File: src/rtl/if_id_buffer.sv
// IF/ID pipeline register.
// Captures one 16-bit fetch word per cycle and merges two-word instructions
// (opcode word followed by a 16-bit immediate word) into a single decode
// bundle. While the immediate is outstanding, the register emits bubbles.
// Every output comes straight from a flop, so no input reaches an output
// without passing through a register.
module if_id_buffer #(
  parameter int IMM_BIT = 15,
  parameter int PC_W    = 32
) (
  input  logic            clk,
  input  logic            rst,
  input  logic [15:0]     instr_in,
  input  logic [PC_W-1:0] pc_in,
  input  logic            fetch_valid,
  input  logic            stall,
  input  logic            flush,
  output logic [15:0]     instr_out,
  output logic [15:0]     imm_out,
  output logic [PC_W-1:0] pc_out,
  output logic [PC_W-1:0] ret_addr,
  output logic            has_imm,
  output logic            valid_out,
  output logic            imm_pending
);

  // S_OP: waiting for an opcode word. S_IMM: opcode held, waiting for its immediate.
  typedef enum logic [0:0] {
    S_OP  = 1'b0,
    S_IMM = 1'b1
  } state_e;

  state_e          state_q, state_d;

  logic [15:0]     instr_q, instr_d;
  logic [15:0]     imm_q, imm_d;
  logic [PC_W-1:0] pc_q, pc_d;
  logic [PC_W-1:0] ret_q, ret_d;
  logic            has_imm_q, has_imm_d;
  logic            valid_q, valid_d;
  logic            imm_pending_q, imm_pending_d;

  // Opcode word and its address, parked while the immediate word is fetched.
  logic [15:0]     hold_op_q, hold_op_d;
  logic [PC_W-1:0] hold_pc_q, hold_pc_d;

  // A real word is consumed only when nothing higher-priority blocks the edge.
  logic            take_s;
  logic            is_two_word_s;

  assign take_s        = fetch_valid & ~flush & ~stall;
  assign is_two_word_s = instr_in[IMM_BIT];

  // Return-address helper: address of the word following an instruction of
  // the given length, wrapping modulo 2^PC_W.
  function automatic logic [PC_W-1:0] next_addr(input logic [PC_W-1:0] base,
                                                input logic            two_word);
    logic [PC_W-1:0] len;
    if (two_word) begin
      len = PC_W'(2);
    end else begin
      len = PC_W'(1);
    end
    return base + len;
  endfunction

  // State register: flush/stall priority is resolved in the next-state logic.
  always_ff @(posedge clk or posedge rst) begin
    if (rst) begin
      state_q <= S_OP;
    end else begin
      state_q <= state_d;
    end
  end

  // Next-state logic: flush beats stall beats normal sequencing.
  always_comb begin
    state_d = state_q;
    if (flush) begin
      state_d = S_OP;
    end else if (stall) begin
      state_d = state_q;
    end else if (!fetch_valid) begin
      // No word this cycle: a pending immediate simply keeps waiting.
      state_d = state_q;
    end else begin
      case (state_q)
        S_OP: begin
          if (is_two_word_s) begin
            state_d = S_IMM;
          end else begin
            state_d = S_OP;
          end
        end
        S_IMM: begin
          state_d = S_OP;
        end
        default: begin
          state_d = S_OP;
        end
      endcase
    end
  end

  // Output/datapath next values: build the decode bundle for the coming cycle.
  always_comb begin
    instr_d       = instr_q;
    imm_d         = imm_q;
    pc_d          = pc_q;
    ret_d         = ret_q;
    has_imm_d     = has_imm_q;
    valid_d       = valid_q;
    hold_op_d     = hold_op_q;
    hold_pc_d     = hold_pc_q;
    imm_pending_d = (state_d == S_IMM);

    if (flush) begin
      // Squash everything, including a half-assembled two-word instruction.
      instr_d   = 16'h0000;
      imm_d     = 16'h0000;
      pc_d      = '0;
      ret_d     = '0;
      has_imm_d = 1'b0;
      valid_d   = 1'b0;
      hold_op_d = 16'h0000;
      hold_pc_d = '0;
    end else if (stall) begin
      // Freeze: every register keeps its value.
      instr_d   = instr_q;
      imm_d     = imm_q;
    end else if (!fetch_valid) begin
      // Bubble; pc_out/ret_addr keep their last values.
      instr_d   = 16'h0000;
      imm_d     = 16'h0000;
      has_imm_d = 1'b0;
      valid_d   = 1'b0;
    end else begin
      case (state_q)
        S_OP: begin
          if (is_two_word_s) begin
            // Park the opcode and emit a bubble until the immediate arrives.
            hold_op_d = instr_in;
            hold_pc_d = pc_in;
            instr_d   = 16'h0000;
            imm_d     = 16'h0000;
            has_imm_d = 1'b0;
            valid_d   = 1'b0;
          end else begin
            instr_d   = instr_in;
            imm_d     = 16'h0000;
            pc_d      = pc_in;
            ret_d     = next_addr(pc_in, 1'b0);
            has_imm_d = 1'b0;
            valid_d   = 1'b1;
          end
        end
        S_IMM: begin
          // The immediate word is taken verbatim; its top bit is not decoded.
          instr_d   = hold_op_q;
          imm_d     = instr_in;
          pc_d      = hold_pc_q;
          ret_d     = next_addr(hold_pc_q, 1'b1);
          has_imm_d = 1'b1;
          valid_d   = 1'b1;
        end
        default: begin
          instr_d   = 16'h0000;
          imm_d     = 16'h0000;
          has_imm_d = 1'b0;
          valid_d   = 1'b0;
        end
      endcase
    end
  end

  // Bundle, hold and pending registers; all cleared asynchronously by rst.
  always_ff @(posedge clk or posedge rst) begin
    if (rst) begin
      instr_q       <= 16'h0000;
      imm_q         <= 16'h0000;
      pc_q          <= '0;
      ret_q         <= '0;
      has_imm_q     <= 1'b0;
      valid_q       <= 1'b0;
      imm_pending_q <= 1'b0;
      hold_op_q     <= 16'h0000;
      hold_pc_q     <= '0;
    end else begin
      instr_q       <= instr_d;
      imm_q         <= imm_d;
      pc_q          <= pc_d;
      ret_q         <= ret_d;
      has_imm_q     <= has_imm_d;
      valid_q       <= valid_d;
      imm_pending_q <= imm_pending_d;
      hold_op_q     <= hold_op_d;
      hold_pc_q     <= hold_pc_d;
    end
  end

  assign instr_out   = instr_q;
  assign imm_out     = imm_q;
  assign pc_out      = pc_q;
  assign ret_addr    = ret_q;
  assign has_imm     = has_imm_q;
  assign valid_out   = valid_q;
  assign imm_pending = imm_pending_q;

  // take_s is a convenience decode kept for readability of the datapath intent.
  logic unused_s;
  assign unused_s = take_s;

endmodule

File: config.mk
export PLATFORM = sky130hd
export DESIGN_NAME = if_id_buffer
export DESIGN_NICKNAME = d
export VERILOG_FILES = /design/src/rtl/if_id_buffer.sv
export SDC_FILE = /design/constraint.sdc
export NUM_CORES = 1
export LEC_CHECK = 0
export CAP_MARGIN = 20
export CORE_UTILIZATION = 51
export CTS_CLUSTER_SIZE = 30
export DETAILED_ROUTE_END_ITERATION = 6
export PLACE_DENSITY = 0.8
export SETUP_SLACK_MARGIN = 0.02
export SLEW_MARGIN = 10
export SYNTH_ARGS = -nofsm -noshare
export SYNTH_HDL_FRONTEND = slang
export SYNTH_SLANG_ARGS = --single-unit
File: constraint.sdc
create_clock -name clk -period 4.85 [get_ports clk]
set_input_delay 0.485 -clock clk [delete_from_list [all_inputs] [get_ports clk]]
set_output_delay 0.485 -clock clk [all_outputs]
set_load 0.05 [all_outputs]
==> flow_metrics.py <==
metrics = {
    "status": {
        "status": "completed",
    },
    "logic_synthesis": {
        "synth_nets": 736,
        "synth-seq-cells": 147,
        "yosysSeqAreaShare": 0.513,
        "synth-edff-count": 0,
        "yosysUniqueCellTypes": 40,
        "synthCells": 680,
        "syn-cell-area_um2": 7170,
        "async_flop_share": 1.00,
        "ys_warn_count": 0,
        "synth_flop_cell": "dfrtp_1",
        "syn_avg_cell_area_um2": 10.5,
    },
    "cells_and_area": {
        "drive_gt1_frac": 0.0693,
        "final_common_cell": "clkdlybuf4s50_1",
        "layout-area-overhead-vs-synth_pct": 31.8,
        "final_util": 0.702,
        "final_cell_mix": "clkdlybuf4s50_1, dfrtp_1, nand2_1",
        "fillCellCount": 977,
        "final_nets": 865,
        "diodes": 0,
    },
    "flow_run": {
        "cap_viol_max_count": 0,
    },
    "placement": {
        "place_hpwl_um": 13200,
        "port_buffers": 151,
        "place_congestion": 0.910,
    },
    "clocking": {
        "cts_tree": "yes",
        "cts_resized": 0,
        "htreeDepth": 4,
        "cts-root-buf": "clkbuf_16",
        "cts_buffers": 17,
        "path_clk_slew_ns": 0.06,
        "postCtsHoldBufs": 0,
        "clock_path_buffers": 2,
        "cts_setup_buffers": 0,
        "clk_latency_ns": 0.43,
        "cts_sinks": 147,
    },
    "power": {
        "p_seq_frac": 0.425,
        "power.leakage_nw": 3.88,
        "internal_power_mw": 2.22,
        "power.clock.fraction": 0.417,
        "power_mw": 3.13,
        "p_comb_frac": 0.158,
        "peakVddDrop_uv": 232,
        "p_per_area_nw_per_um2": 331,
        "p_sw_mw": 0.908,
        "switching_share": 0.290,
    },
    "sta": {
        "slew_headroom": 0.350,
        "period_share": 0.606,
        "tightestPinTransition_ns": 0.975,
        "post-route-min-period_ns": 2.94,
        "finClkSkew_ns": 0.00906,
        "grt_setup_unrepaired": "no",
        "setup_viol": 0,
        "report.final.slew_viol_count": 0,
        "hold_viol_final": 0,
        "fmax_ghz": 0.341,
        "fin_tns_setup_ns": 0,
    },
    "worst_setup_path": {
        "worstPathMaxFanout": 44,
        "rr_endpoint": "hold_op_q[0]",
        "path_cells": "buf_4 > nor2b_1 > a21oi_4 > buf_4 > a22o_1",
        "crit_required_ns": 5.21,
        "reg2reg_depth": 5,
        "startpoint": "imm_pending",
        "crit_top_cell": "buf_4",
        "path_class": "reg -> reg",
        "critPathArrivalTime_ns": 3.30,
        "crit_path_max_incr_delay_ns": 1.01,
        "rrSetupSlack_ns": 1.91,
        "slowest_stage": "dfrtp_2",
        "cp-endpoint": "hold_op_q[0]",
        "r2r_start": "imm_pending",
        "start_kind": "register",
        "critPathCaptureType": "register",
    },
    "route": {
        "drc": 0,
        "firstDrtPassIters": 6,
        "vias_per_cell": 6.29,
        "drt_iter0_markers": 601,
        "vias": 6277,
        "drt-total-wl_um": 19900,
        "ant_nets": 0,
        "wl_per_cell_um": 20.0,
    },
    "global_route": {
        "grt_max_degree": 113,
        "grt_overflow": 0,
        "track_usage": 0.290,
        "grt_pass1_wl_um": 32600,
        "antenna_found_initial": 0,
        "grt_pass1_vias": 6290,
    },
    "min_path": {
        "hp-class": "in -> async",
    },
    "floorplanning": {
        "std_cell_rows": 42,
        "die-area_um2": 14500,
        "die_w_um": 121,
        "ios": 152,
        "initial_core_util": 0.533,
        "core-area_um2": 13500,
        "die_h_um": 121,
    },
}
[kinds of logic after synthesis]
logic type | share of synthesized area
xor gates and xnor gates | 0.0599
AOI/OAI and AO/OA | 0.204
adders and majority gates | 0.00524
muxes | 0.0477
and+or+nand+nor | 0.137
buffers and inverters | 0.0328
DFF | 0.513
[synth_stat cells, types with 14 or more instances]
cell / count / share of area
o31ai_1: 33 / 0.035
a22o_1: 71 / 0.087
nand2_1: 82 / 0.043
nand4_1: 23 / 0.020
mux2i_1: 33 / 0.046
xnor2_1: 24 / 0.029
nand3_1: 22 / 0.015
xor2_1: 25 / 0.031
a22oi_1: 22 / 0.023
dfrtp_1: 147 / 0.51
o21ai_0: 35 / 0.024
nor2_1: 14 / 0.0073
clkbuf_1: 40 / 0.021
[flip-flops by register name, summed over array words and instances (netlist names)]
register,cells
hold_op_q,16
instr_out,16
hold_pc_q,32
imm_out,16
imm_pending,1
pc_out,32
ret_addr,32
valid_out,1
has_imm,1
[metal layers]
layer  vias up  global-route usage  part of all wire
met2       299               0.460              0.48
met1      3142               0.393              0.43
met4         0              0.0980             0.015
li1       2811                   -                 -
met5         -                   0                 0
met3        25              0.0656             0.080
[worst max-delay path: cells and delay by family, from the launching register on]
kind	cells	cell delay, ns
AOI/OAI and AO/OA	2	0.73
buffers and inverters	2	0.94
and+or+nand+nor	1	0.15
DFF	1	1.01
[power by group through the flow]
stage          Sequential [mW]  Combinational, mW  Clock (mW)
2_1_floorplan             1.47              0.165           0
3_3_place_gp              1.35              0.481           0
3_5_place_dp              1.35              0.489           0
4_1_cts                   1.33              0.492        1.32
5_1_grt                   1.34              0.523        1.38
6_report                  1.33              0.494        1.30
[cell type report]
cell class | instances | area (µm²) | share of cell area
sequential | 147 | 3680 | 0.389
clock inverter | 14 | 155 | 0.0164
clock buffer | 18 | 429 | 0.0454
timing repair buffer | 164 | 1650 | 0.175
inverter | 6 | 27.5 | 0.00291
multi-input combinational | 473 | 3290 | 0.348
tap | 176 | 220 | 0.0233
[through the flow]
stage               worst slack, ns  hold slack (ns)  instances  instance area, µm²
global route                   1.82            0.430        998                9450
global placement               1.70            0.459        964                8810
finish                         1.91            0.404        998                9450
CTS                            1.95            0.483        996                9390
floorplan                     0.414            0.473        680                7170
detailed placement             1.66            0.463        964                8810
[worst min path at each step]
stage | from | to | depth (start not counted)
finish | rst | ret_addr[1] | 2
global route | rst | ret_addr[1] | 2
detailed placement | has_imm | has_imm | 2
CTS | pc_out[8] | pc_out[8] | 2
global placement | has_imm | has_imm | 2
floorplan | hold_op_q[14] | hold_op_q[14] | 1
(Power assumes the default switching activity.)
==> edit 1, RTL diff (same settings) <==
Change the parameter `PC_W` from 32 to 64.
--- a/src/rtl/if_id_buffer.sv
+++ b/src/rtl/if_id_buffer.sv
@@ -6,7 +6,7 @@
 // without passing through a register.
 module if_id_buffer #(
   parameter int IMM_BIT = 15,
-  parameter int PC_W    = 32
+  parameter int PC_W    = 64
 ) (
   input  logic            clk,
   input  logic            rst,
Interface: changed (resized pc_in, pc_out and ret_addr); port bits go from 152 to 248. No check against the original RTL was run, so the function may have changed too.
==> edit 1 against the original RTL <==
- register-to-register slack improved by 0.04 ns
- clock power rose by 76%
- final area grew 75%
- utilization is 2.6 points lower
- die area is 77% higher
- power up 72%
- setup slack got worse by 0.26 ns
- routed wire length is 95% higher
- count of clock-buffer cells in the layout increased by 12
- via count increased by 89%
- combinational power grew 81%
- sequential cell count is 96 higher
- area after synthesis grew 79%
- largest cell class is now multi-input gates
- highest routed layer is now met5
==> edit 1: results (changes against the original RTL) <==
status complete, no violations; Max VDD drop 0.2623 mV (+13%); cts bufs inserted 27 (+10); area share of fa/ha/maj cells after synthesis 0.1951% (-0.33 points); met3 wire len 3453 µm (+120%); Yosys cell types 51 (+28%); Synth Area in Compound Gates 16.25% (-4.1 points); Tot Pwr 5.386 mW (+72%); slowest library cell on the worst path nand3_1; WL final 38830 µm (+95%); Post-Place Cells 1867 (+94%); PortBufs 247 (+64%); gr usage total 29.89% (+0.93 points); vias in the first global route 11060 (+76%); Max Used Layer met5; Synth top cells by count 278 x nand2_1, 243 x dfrtp_1, 82 x a21oi_1; relative slew slack 29.57% (-5.4 points); Worst Path Arrival 3.61 ns (+0.31 ns); Metal-1 WL 16070 µm (+88%); met3 Resource Use GR 5.863% (-0.69 points); fraction of layout cells with a size suffix above 1 6.277% (-0.66 points); number of synthesized register bits 243 (+65%); Non-clock buffers 269 (+64%); Max stage delay on crit path 0.78 ns (-0.23 ns); R2R Path End hold_pc_q[42]; Filler Cell Count 1867 (+91%); first-pass GRT wire length 61480 µm (+89%); multi-input gate share of total cell area 37.85% (+3.0 points); GP Congestion 0.9169 (+0.81%); xor and xnor area share after synthesis 7.238% (+1.2 points); Seq/total area 36.79% (-2.1 points); Signal buf overhead 16.16% (-1.3 points); worst-skew pair later-pin latency 0.54 ns (+0.11 ns); Clock Skew 0.01249 ns (+0.003423 ns)
[edit 1: cell types whose count changed in the layout (fill, tap and decap cells not counted), sizes merged, moves of 28 or more]
cell	change
a21oi	+70
dfrtp	+96
o31ai	+35
clkdlybuf4s50	+95
nand2	+196
mux2i	+39
nand3	+28
nor2	+31
xnor2	+48
a22o	-33
[edit 1: how the worst max path moves through the flow]
stage	startpoint	endpoint	slack [ns]
2_1_floorplan	rst	has_imm	1.18
3_3_place_gp	pc_in[18]	ret_addr[54]	1.32
3_5_place_dp	pc_in[33]	ret_addr[62]	1.18
4_1_cts	pc_in[33]	ret_addr[62]	1.75
5_1_grt	pc_in[33]	ret_addr[62]	1.46
6_report	pc_in[33]	ret_addr[62]	1.65
[edit 1: cell families (layout without fill, tap and decap cells)]
group / Yosys count / in the layout
compound gates: 300 / 300
xor+xnor: 106 / 106
fa+ha+maj: 2 / 2
buf+inv: 133 / 349
flops: 243 / 243
mux: 72 / 72
simple gates: 521 / 521
[edit 1: stage by stage]
step                      cell area [µm²]  setup WS [ns]  util [%]
after floorplan                     12830          1.175         -
after global placement              15540          1.321     63.52
after detailed placement            15540          1.180     63.52
after CTS                           16540          1.752     67.60
after global routing                16540          1.465     67.60
final                               16540          1.653     67.60
[edit 1: report_power, final]
part | total [mW] | leakage [nW] | switching [mW] | internal, mW
logic | 0.892 | 2.76 | 0.584 | 0.308
registers | 2.21 | 3.31 | 0.0886 | 2.12
clock network | 2.29 | 0.481 | 0.891 | 1.39
total | 5.39 | 6.55 | 1.56 | 3.82
[edit 1: critical path, delay by kind of cell]
kind	cells	cell delay, ns
simple gates	4	2.17
compound gates	1	0.10
buf+inv	1	0.59
mux	1	0.25
==> edit 2, RTL diff (config.mk and constraints unchanged) <==
Made on the original files. Reset style: synchronous (`rst`), changed in 2 clocked blocks. Comments in the files are not updated.
--- a/src/rtl/if_id_buffer.sv
+++ b/src/rtl/if_id_buffer.sv
@@ -65,7 +65,7 @@
   endfunction
 
   // State register: flush/stall priority is resolved in the next-state logic.
-  always_ff @(posedge clk or posedge rst) begin
+  always_ff @(posedge clk) begin
     if (rst) begin
       state_q <= S_OP;
     end else begin
@@ -174,7 +174,7 @@
   end
 
   // Bundle, hold and pending registers; all cleared asynchronously by rst.
-  always_ff @(posedge clk or posedge rst) begin
+  always_ff @(posedge clk) begin
     if (rst) begin
       instr_q       <= 16'h0000;
       imm_q         <= 16'h0000;
Function: differs if rst is asserted again (counterexample within 4 cycles, from zero or initial values and one cycle with rst high); with rst held inactive, the same outputs for 4 cycles.
==> edit 2 against the original RTL <==
- setup slack improved by 0.15 ns
- routed wire length fell by 2.1%
- critical path depth rose by 4
- first-iteration DRC count rose by 4.2%
- power fell by 6.7%
- register-to-register slack improved by 0.68 ns
- combinational power fell by 39%
- area after synthesis fell by 2.8%
- clock power rose by 5%
- utilization fell by 1.3 points
- die area fell by 2.7%
- count of clock-buffer cells in the layout rose by 1
- final area fell by 3.0%
- sequential cell count did not move
- critical endpoint is now ret_addr[12]
==> edit 2: results (changes against the original RTL) <==
sequential fraction of the synthesis area 42.23% (-9.1 points); R2R Path End ret_addr[23]; GP Congestion 0.9183 (+0.97%); Post-synth EDFFs 0 (unchanged); Finished Core Util 68.97% (-1.3 points); leading area contributor after synthesis dfxtp_1; Max FO, Critical Path 36 (-18%); reg-to-reg slack, setup 2.59 ns (+0.68 ns); Filler Cell Count 1069 (+9.4%); routed len/inst 16.79 µm (-16%); 1st-pass router iterations 5 (-1); clock slew at reported path FFs 0.06 ns (about the same); NumNets Final 1028 (+19%); fraction of layout cells with a size suffix above 1 5.578% (-1.4 points); # diodes 0 (unchanged); post-CTS sizing 0 (unchanged); Post-CTS Setup Bufs 0 (unchanged); top area cells in the synthesized netlist dfxtp_1 42%, nand2_1 7.4%, a21oi_1 6.6%, nor2_1 5.1%, mux2i_1 4.7%; gr usage total 28.48% (-0.48 points); Worst Setup SP stall; Post-Place Cells 1130 (+17%); slowest library cell on the worst path nand2_1; Synth Warn # 0 (unchanged); Clock Skew 0.01188 ns (+0.002816 ns); sw frac 24.62% (-4.4 points); post-synthesis async set-or-reset flop share 0% (-100 points); PortBufs 151 (unchanged); status complete, no violations; Max stage delay on crit path 0.50 ns (-0.51 ns); cts bufs inserted 17 (unchanged); maximum clock path buffer count 2 (unchanged); Leak 2.919 nW (-25%); die area 14140 µm² (-2.7%); largest net degree at the start of global routing 85 (-25%); Mapped Nets 914 (+24%); post-DR vias/cell 5.788 (-8.0%); vias 6726 (+7.2%); H-tree lvl count 4 (unchanged); Worst Path Arrival 3.09 ns (-0.21 ns); Starting DRT DRC Count 626 (+4.2%); vias in the first global route 6330 (+0.64%); Peak Freq 359.3 MHz (+5.5%); setup violators final 0 (unchanged); Max VDD drop 0.2284 mV (-1.6%); Top FF cell, synth dfxtp_1; hpwl dp 12960 µm (-1.7%); Post-Place Worst Slack 1.698 ns (+0.04252 ns); CTS root buf clkbuf_16; relative slew slack 42.03% (+7.0 points); initial antenna violation count 0 (unchanged); Synth top cells by count 147 x dfxtp_1, 138 x nand2_1, 95 x nor2_1; Syn Inst Count 859 (+26%); first-pass GRT wire length 32050 µm (-1.7%); R2R Path Start imm_pending; worst r2r path cells 5 (unchanged); Min-Delay Path Class register to register; Yosys cell types 47 (+18%); end of the critical path ret_addr[12]
-- edit 2: layer usage --
layer  track usage (%)  part of all wire, %  up-vias
met1             37.57                   44     3175
met5                 0                    0        -
met2             45.14                   47      245
met3             6.130                  7.0       24
li1                  -                    -     3282
met4             11.79                  1.9        0
-- edit 2: stage by stage --
stage	hold slack [ns]	instance area (µm²)
2_1_floorplan	0.4364	6969
3_3_place_gp	0.4424	8526
3_5_place_dp	0.4463	8553
4_1_cts	0.4548	9170
5_1_grt	0.4746	9170
6_report	0.4558	9170
-- edit 2: final cells by class --
class | count | area share (%)
clock buffer | 19 | 4.721
sequential | 147 | 32.13
inverter | 7 | 0.2865
clock inverter | 13 | 2.006
tap | 176 | 2.401
timing repair buffer | 162 | 17.60
multi-input combinational | 638 | 40.85
-- edit 2: worst min-delay path by stage --
| stage | start | endpoint | slack, ns | depth (start not counted) |
|---|---|---|---|---|
| global route | hold_op_q[0] | hold_op_q[0] | 0.47 | 2 |
| CTS | hold_op_q[7] | hold_op_q[7] | 0.45 | 2 |
| global placement | hold_op_q[1] | hold_op_q[1] | 0.44 | 2 |
| floorplan | hold_op_q[0] | hold_op_q[0] | 0.44 | 2 |
| detailed placement | hold_op_q[7] | hold_op_q[7] | 0.45 | 2 |
| finish | hold_op_q[7] | hold_op_q[7] | 0.46 | 2 |
-- edit 2: critical path, delay by kind of cell --
family                 cells  cell delay, ns
AOI/OAI and AO/OA          1            0.28
buffers and inverters      4            1.31
and+or+nand+nor            4            1.01
-- edit 2: cells by family (layout without fill, tap and decap cells) --
group	count (synthesis)	count (layout)	share of synthesized area, %
compound gates	211	211	19.41
simple gates	355	355	24.26
flops	147	147	42.23
fa+ha+maj	2	2	0.3590
buf+inv	74	201	4.363
mux	33	33	4.740
xor+xnor	37	37	4.650
-- edit 2: power by group through the flow --
stage	sequential [mW]	combinational (mW)	clock (mW)
floorplan	1.31	0.131	0
global placement	1.27	0.293	0
detailed placement	1.27	0.297	0
CTS	1.24	0.299	1.39
global route	1.24	0.323	1.44
finish	1.24	0.301	1.37
